==> src/rtl/pwm_pkg.sv <==
// pwm_pkg: PWM code width shared with the generator and the capture FSM states.
package pwm_pkg;
  localparam int PWM_WIDTH = 8;
  typedef enum logic [1:0] {IDLE, ARM, MEASURE} state_t;
endpackage

==> src/rtl/sync_edge.sv <==
// sync_edge: 2-flop synchronizer plus delay flop for an async PWM input, with edge strobes.
module sync_edge (
  input  logic clock,
  input  logic reset,
  input  logic i_in,
  output logic o_s,
  output logic o_rise,
  output logic o_fall
);
  logic r_s1, r_s2, r_sd;
  always_ff @(posedge clock)
    if (!reset) {r_s1, r_s2, r_sd} <= '0;
    else {r_s1, r_s2, r_sd} <= {i_in, r_s1, r_s2};
  assign o_s = r_s2;
  assign o_rise = r_s2 & ~r_sd;
  assign o_fall = ~r_s2 & r_sd;
endmodule

==> src/rtl/pwm_capture.sv <==
// pwm_capture: measures PWM period and high time, reported as generator T/duty codes.
module pwm_capture
  import pwm_pkg::*;
#(
  parameter int WIDTH = PWM_WIDTH
) (
  input  logic             clock,
  input  logic             reset,
  input  logic             io_en,
  input  logic             io_in,
  output logic [WIDTH-1:0] io_T,
  output logic [WIDTH-1:0] io_duty,
  output logic             io_valid,
  output logic             io_overflow,
  output logic             io_busy
);
  localparam logic [WIDTH:0] CNT_MAX = {1'b1, {WIDTH{1'b0}}};
  state_t r_state, w_next;
  logic [WIDTH:0] r_cnt, r_hcnt;
  logic w_s, w_rise, w_fall, w_ovf;
  sync_edge u_sync (
    .clock (clock),
    .reset (reset),
    .i_in  (io_in),
    .o_s   (w_s),
    .o_rise(w_rise),
    .o_fall(w_fall)
  );
  // A rise landing on the last legal count closes the period, so it beats overflow.
  assign w_ovf = r_cnt == CNT_MAX && !w_rise;
  always_ff @(posedge clock)
    if (!reset) r_state <= IDLE;
    else r_state <= w_next;
  always_comb
    w_next = !io_en ? IDLE :
             r_state == IDLE ? ARM :
             r_state == ARM && w_rise ? MEASURE :
             r_state == MEASURE && w_ovf ? ARM : r_state;
  always_comb io_busy = r_state == MEASURE;
  always_ff @(posedge clock)
    if (!reset) begin
      r_cnt <= '0;
      r_hcnt <= '0;
      io_T <= '0;
      io_duty <= '0;
      io_valid <= 1'b0;
      io_overflow <= 1'b0;
    end else begin
      io_valid <= 1'b0;
      if (!io_en || r_state == IDLE) r_cnt <= '0;
      else if (w_rise) begin
        r_cnt <= (WIDTH+1)'(1);
        if (r_state == MEASURE) begin
          io_T <= WIDTH'(r_cnt - 1'b1);
          io_duty <= WIDTH'(r_hcnt - 1'b1);
          io_valid <= 1'b1;
          io_overflow <= 1'b0;
        end
      end else if (r_state == MEASURE) begin
        r_cnt <= w_ovf ? '0 : r_cnt + 1'b1;
        io_overflow <= io_overflow | w_ovf;
        if (w_fall && w_s == 1'b0) r_hcnt <= r_cnt;
      end
    end
endmodule

==> config.mk <==
export PLATFORM = sky130hd
export DESIGN_NAME = pwm_capture
export DESIGN_NICKNAME = d
export VERILOG_FILES = /design/src/rtl/pwm_pkg.sv /design/src/rtl/sync_edge.sv /design/src/rtl/pwm_capture.sv
export SDC_FILE = /design/constraint.sdc
export NUM_CORES = 1
export LEC_CHECK = 0
export CORE_ASPECT_RATIO = 1.4
export CORE_MARGIN = 1.5
export CORE_UTILIZATION = 55
export DETAILED_ROUTE_END_ITERATION = 8
export PLACE_DENSITY_LB_ADDON = 0.1
export SLEW_MARGIN = 20
export SYNTH_ARGS = -nofsm -noshare
export SYNTH_HDL_FRONTEND = slang
export SYNTH_HIERARCHICAL = 1
export SYNTH_SLANG_ARGS = --single-unit
==> constraint.sdc <==
create_clock -name clock -period 2.75 [get_ports clock]
set_input_delay 0.825 -clock clock [delete_from_list [all_inputs] [get_ports clock]]
set_output_delay 0.825 -clock clock [all_outputs]
set_load 0.005 [all_outputs]
==> results.sh, run 1 <==
export IMPL_routed_wl_mm=4.32
export IMPL_drive_above_1_share_pct=7.30
export IMPL_ff2ff_path_depth=4
export IMPL_swShare_pct=21.3
export IMPL_yosys_area_top_type_share_pct=41.1
export IMPL_syn_inst=216
export IMPL_cp_start_kind="flop"
export IMPL_ant_nets=0
export IMPL_via_per_inst=6.15
export IMPL_synthMostInstantiatedCell="dfxtp_1"
export IMPL_grt_pass1_wl_mm=7.20
export IMPL_wl_per_cell_um=15.8
export IMPL_vias=1680
export IMPL_hold_path_class="flop to flop"
export IMPL_setup_tns_ns=0
export IMPL_max_freq_mhz=415
export IMPL_drt_iter0_drc=63
export IMPL_hold_viol=0
export IMPL_synth_top_cells_by_area="dfxtp_1 (41%), o2bb2ai_1 (4.5%), nand3_1 (3.9%)"
export IMPL_cp_max_fo=12
export IMPL_p_switching_w=0.000216
export IMPL_rsz0062_at_grt="no"
export IMPL_yosys_warnings=6
export IMPL_routabilityCongestion=0.797
export IMPL_drv_cap=0
export IMPL_cts_resized=0
export IMPL_maxSlewHeadroom_pct=57.6
export IMPL_track_usage_pct=24.5
export IMPL_yosysTopAreaCell="dfxtp_1"
export IMPL_io_buffers=22
export IMPL_cts_tree="done"
export IMPL_skew_ns=0.00558
export IMPL_rows=25
export IMPL_drv_slew=0
export IMPL_die_height_um=73.4
export IMPL_worstPathRequired_ns=1.93
export IMPL_dp_hpwl_mm=3.17
export IMPL_powerDensity_mw_per_mm2=448
export IMPL_grt_start_max_net_pins=27
export IMPL_ios=23
export IMPL_p_int_w=0.000796
export IMPL_clockPowerShare_pct=39.1
export IMPL_seq_area_frac_synth_pct=41.1
export IMPL_fillers=289
export IMPL_p_total_w=0.00101
export IMPL_crit_path_start="r_state[0]$_SDFFE_PN0P_"
export IMPL_r2r_end="r_cnt[8]$_SDFFE_PP0N_"
export IMPL_die_x_um=53.3
export IMPL_clock_path_buffers=2
export IMPL_dieArea_mm2=0.00391
export IMPL_first_pass_iters=4
export IMPL_vdd_ir_drop_worst_mv=0.301
export IMPL_layout_area_overhead_vs_synth_pct=15.9
export IMPL_pwr_share_comb_pct=3.1
export IMPL_synth_commonest_cells="dfxtp_1 (40), nand3_1 (15), o21ai_0 (13)"
export IMPL_cts_hold_buf=0
export IMPL_synth_edf_count=0
export IMPL_antenna_cells=0
export IMPL_avgSynthCellArea_um2=9.02
export IMPL_reg2reg_slack_ns=0.91
export IMPL_synth_nets=224
export IMPL_drc_errors=0
export IMPL_ys_flop_type="dfxtp_1"
export IMPL_cts_buffers_inserted=5
export IMPL_synth_distinct_cells=44
export IMPL_cts_sinks=40
export IMPL_critPathKind="flop to output port"
export IMPL_insertion_delay_ns=0.29
export IMPL_cp_end_kind="output port"
export IMPL_finalNetCount=240
export IMPL_power_leakage_nw=0.750
export IMPL_tightest_slew_ns=0.630
export IMPL_grt_ovfl_total=0
export IMPL_htreeDepth=2
export IMPL_p_seq_share_pct=57.8
export IMPL_period_minus_slack_ns=2.41
export IMPL_netlist_area_mm2=0.00195
export IMPL_antenna_found_initial=0
export IMPL_r2r_start="r_cnt[0]$_SDFFE_PP0P_"
export IMPL_initial_core_util_pct=57.7
export IMPL_setup_viol=0
export IMPL_status="finished, final reports clean"
export IMPL_clockRootBuffer="clkbuf_8"
export IMPL_grt_pass1_vias=1519
export IMPL_cts_setup_buffers=0
export IMPL_setup_worst_path_end="io_busy"
export IMPL_ys_seq_elements=40
export IMPL_async_reset_ff_share_pct=0
export IMPL_clk_pin_slew_ns=0.08
export IMPL_crit_arrival_ns=1.59
export IMPL_core_mm2=0.00338
export IMPL_fin_crit_sh_pct=87.7
==> worst min path at each step <==
stage,startpoint,endpoint,slack (ns),cells after the start
floorplan,u_sync/r_s1$_SDFF_PN0_,u_sync/o_s$_SDFF_PN0_,0.41,1
global placement,u_sync/r_s1$_SDFF_PN0_,u_sync/o_s$_SDFF_PN0_,0.41,1
detailed placement,u_sync/r_s1$_SDFF_PN0_,u_sync/o_s$_SDFF_PN0_,0.42,1
CTS,u_sync/r_s1$_SDFF_PN0_,u_sync/o_s$_SDFF_PN0_,0.44,1
global route,u_sync/r_s1$_SDFF_PN0_,u_sync/o_s$_SDFF_PN0_,0.46,1
finish,u_sync/r_s1$_SDFF_PN0_,u_sync/o_s$_SDFF_PN0_,0.44,1
==> worst max-delay path, stage by stage (launching register included) <==
cell and delay, ns:
dfxtp_1 0.40, nand2b_1 0.24, inv_1 0.14, clkdlybuf4s50_1 0.52
==> routing by layer <==
metal / share of wire (%) / track usage (%) / up-vias
met4: 0.72 / 7.41 / 0
met3: 3.3 / 3.86 / 6
li1: - / - / 826
met5: 0 / 0 / -
met2: 53 / 42.7 / 35
met1: 43 / 30.4 / 813
==> logic make-up after synthesis <==
| kind of cell | share of synthesized area (%) |
|---|---|
| simple gates | 25.6 |
| compound gates | 21.2 |
| flops | 41.1 |
| buf+inv | 6.36 |
| xor+xnor | 3.15 |
| fa+ha+maj | 2.57 |
==> layout make-up <==
class                      count  area [um2]  area share (%)
timing repair buffer          27         258            11.4
tap                           40        50.0            2.22
clock inverter                 2        10.0           0.443
clock buffer                   6        82.6            3.66
sequential                    40         801            35.5
multi-input combinational    149        1020            45.3
inverter                       9        33.8            1.50
==> state kept, by name, summed over array words and instances, names as in the netlist <==
name and count:
r_cnt 9, io_T 8, io_duty 8, r_hcnt 8, r_state 2, io_overflow 1
io_valid 1, u_sync/o_s 1, u_sync/r_s1 1, u_sync/r_sd 1
==> cell usage in the layout (no fill, tap or decap), drive strengths merged, types with 3 or more instances in the layout <==
master	n
ha	4
nand4	4
nand2	6
nor4	4
clkbuf	6
nor3b	4
buf	5
or3	4
inv	9
o21ai	13
xnor2	6
a211oi	7
clkdlybuf4s50	22
nand3b	4
nor3	13
o2bb2ai	10
nand3	15
a21oi	5
a21boi	8
nor2b	3
or4	5
and2	7
o211ai	7
dfxtp	40
==> stage by stage <==
| stage | worst slack, ns | hold slack [ns] | instance area, um2 | cells | utilization [%] |
|---|---|---|---|---|---|
| after floorplan | 0.968 | 0.412 | 1950 | 216 | - |
| after global placement | 0.373 | 0.414 | 2170 | 265 | 64.1 |
| after detailed placement | 0.288 | 0.421 | 2170 | 265 | 64.1 |
| after CTS | 0.336 | 0.439 | 2260 | 273 | 66.9 |
| after global routing | 0.237 | 0.459 | 2260 | 273 | 66.9 |
| final | 0.339 | 0.436 | 2260 | 273 | 66.9 |
==> power groups by stage <==
stage	combinational (W)	sequential, W	clock [W]
final	0.0000314	0.000585	0.000396
after CTS	0.0000315	0.000585	0.000403
after global placement	0.0000304	0.000598	0
after global routing	0.0000343	0.000586	0.000425
after floorplan	0.0000208	0.000596	0
after detailed placement	0.0000314	0.000599	0
No activity file was read; power rests on OpenSTA's default activity.
==> inputs of run 2 (changes only) <==
--- a/config.mk
+++ b/config.mk
@@ -7,7 +7,7 @@
 export LEC_CHECK = 0
 export CORE_ASPECT_RATIO = 1.4
 export CORE_MARGIN = 1.5
-export CORE_UTILIZATION = 55
+export CORE_UTILIZATION = 40
 export DETAILED_ROUTE_END_ITERATION = 8
 export PLACE_DENSITY_LB_ADDON = 0.1
 export SLEW_MARGIN = 20
==> results.sh, run 2 (same netlist as run 1, synthesis figures left out) <==
export IMPL_routed_wl_mm=4.60
export IMPL_setup_viol=0
export IMPL_top_register="r_cnt"
export IMPL_fin_cells=295
export IMPL_worstPathRequired_ns=1.93
export IMPL_setup_tns_ns=0
export IMPL_hold_ws_ns=0.457
export IMPL_insertion_delay_ns=0.29
export IMPL_layout_area_overhead_vs_synth_pct=17.0
export IMPL_seqCellArea_um2=801
export IMPL_power_leakage_nw=0.745
export IMPL_core_mm2=0.00461
export IMPL_grt_start_max_net_pins=27
export IMPL_crit_path_max_incr_delay_ns=0.51
export IMPL_cp_end_kind="output port"
export IMPL_via_per_inst=5.67
export IMPL_crit_arrival_ns=1.45
export IMPL_r2r_end="r_cnt[8]$_SDFFE_PP0N_"
export IMPL_first_pass_iters=4
export IMPL_initial_core_util_pct=42.3
export IMPL_grt_ovfl_total=0
export IMPL_fillers=465
export IMPL_drive_above_1_share_pct=6.87
export IMPL_io_buffers=22
export IMPL_vias=1673
export IMPL_hold_viol=0
export IMPL_ff2ff_path_depth=4
export IMPL_dp_hpwl_mm=3.23
export IMPL_drv_cap=0
export IMPL_cts_resized=0
export IMPL_grt_pass1_wl_mm=7.73
export IMPL_cts_sinks=40
export IMPL_finalNetCount=241
export IMPL_crit_path_cell_trace="nand2b_1, inv_1, clkdlybuf4s50_1"
export IMPL_vdd_ir_drop_worst_mv=0.302
export IMPL_drt_iter0_drc=111
export IMPL_cts_buffers_inserted=5
export IMPL_die_height_um=85.6
export IMPL_critPathKind="flop to output port"
export IMPL_cts_tree="done"
export IMPL_clockRootBuffer="clkbuf_8"
export IMPL_min_path_cells=1
export IMPL_fin_crit_sh_pct=82.6
export IMPL_cp_start_kind="flop"
export IMPL_r2r_start="r_cnt[0]$_SDFFE_PP0P_"
export IMPL_place_inst=288
export IMPL_slowest_stage="clkdlybuf4s50_1"
export IMPL_cts_hold_buf=0
export IMPL_dieArea_mm2=0.00530
export IMPL_ios=23
export IMPL_mostFrequentLayoutCells="dfxtp_1 (40), clkdlybuf4s50_1 (22), nand3_1 (15), o21ai_0 (13), nor3_1 (12)"
export IMPL_cts_setup_buffers=0
export IMPL_clock_path_buffers=2
export IMPL_tightest_slew_ns=0.591
export IMPL_routabilityCongestion=0.873
export IMPL_die_x_um=62.0
export IMPL_grt_pass1_vias=1631
export IMPL_drv_slew=0
export IMPL_skew_ns=0.00701
export IMPL_hold_path_class="flop to flop"
export IMPL_period_minus_slack_ns=2.27
export IMPL_ant_nets=0
export IMPL_rsz0062_at_grt="no"
export IMPL_antenna_cells=0
export IMPL_max_freq_mhz=440
export IMPL_powerDensity_mw_per_mm2=433
export IMPL_layout_commonest_cell="dfxtp_1"
export IMPL_cp_max_fo=4
export IMPL_min_delay_start="u_sync/r_s1$_SDFF_PN0_"
export IMPL_largest_register_ffs=9
export IMPL_status="finished, final reports clean"
export IMPL_wl_per_cell_um=15.6
export IMPL_drc_errors=0
export IMPL_antenna_found_initial=0
export IMPL_htreeDepth=2
export IMPL_multi_input_area_mm2=0.00102
export IMPL_track_usage_pct=18.9
export IMPL_clk_pin_slew_ns=0.08
export IMPL_hold_end="u_sync/o_s$_SDFF_PN0_"
export IMPL_maxSlewHeadroom_pct=60.2
export IMPL_rows=29
export IMPL_reg2reg_slack_ns=0.90
run 2: worst max-delay path by stage:
stage	start	end	slack, ns	depth (start not counted)
6_report	r_state[0]$_SDFFE_PN0P_	io_busy	0.48	3
5_1_grt	r_state[0]$_SDFFE_PN0P_	io_busy	0.40	3
4_1_cts	r_state[0]$_SDFFE_PN0P_	io_busy	0.47	3
3_5_place_dp	io_en	io_duty[6]$_SDFFE_PN0P_	0.26	4
3_3_place_gp	io_en	io_duty[6]$_SDFFE_PN0P_	0.32	4
2_1_floorplan	io_en	io_T[0]$_SDFFE_PN0P_	0.97	5
run 2: final cells by class:
| type | instances | share of cell area (%) |
|---|---|---|
| multi-input combinational | 149 | 44.9 |
| clock inverter | 1 | 0.220 |
| inverter | 9 | 1.48 |
| tap | 62 | 3.40 |
| clock buffer | 6 | 3.19 |
| sequential | 40 | 35.1 |
| timing repair buffer | 28 | 11.6 |
run 2: metal layers:
layer / part of all wire, % / global-route usage (%) / vias up
met4: 1.2 / 6.00 / 0
met1: 43 / 24.4 / 791
met3: 3.7 / 4.07 / 7
met5: 0 / 0 / -
met2: 52 / 30.7 / 40
li1: - / - / 835
run 2: per-stage QoR:
stage	instance area [um2]	setup slack [ns]	util, %	power (W)
after CTS	2280	0.473	49.4	0.000992
after global placement	2200	0.318	47.8	0.000631
final	2280	0.477	49.4	0.000986
after detailed placement	2200	0.260	47.8	0.000632
after global routing	2280	0.399	49.4	0.00102
after floorplan	1950	0.968	-	0.000617
run 2: power by group:
| part | internal [W] | switching, W |
|---|---|---|
| Combinational | 0.0000156 | 0.0000193 |
| Sequential | 0.000582 | 0.00000185 |
| Clock | 0.000173 | 0.000195 |
| Total | 0.000770 | 0.000216 |
run 2: worst max-delay path, delay by kind of cell, from the launching register on:
kind                   cells  cell delay, ns
DFF                        1            0.31
buffers and inverters      2            0.65
and+or+nand+nor            1            0.20
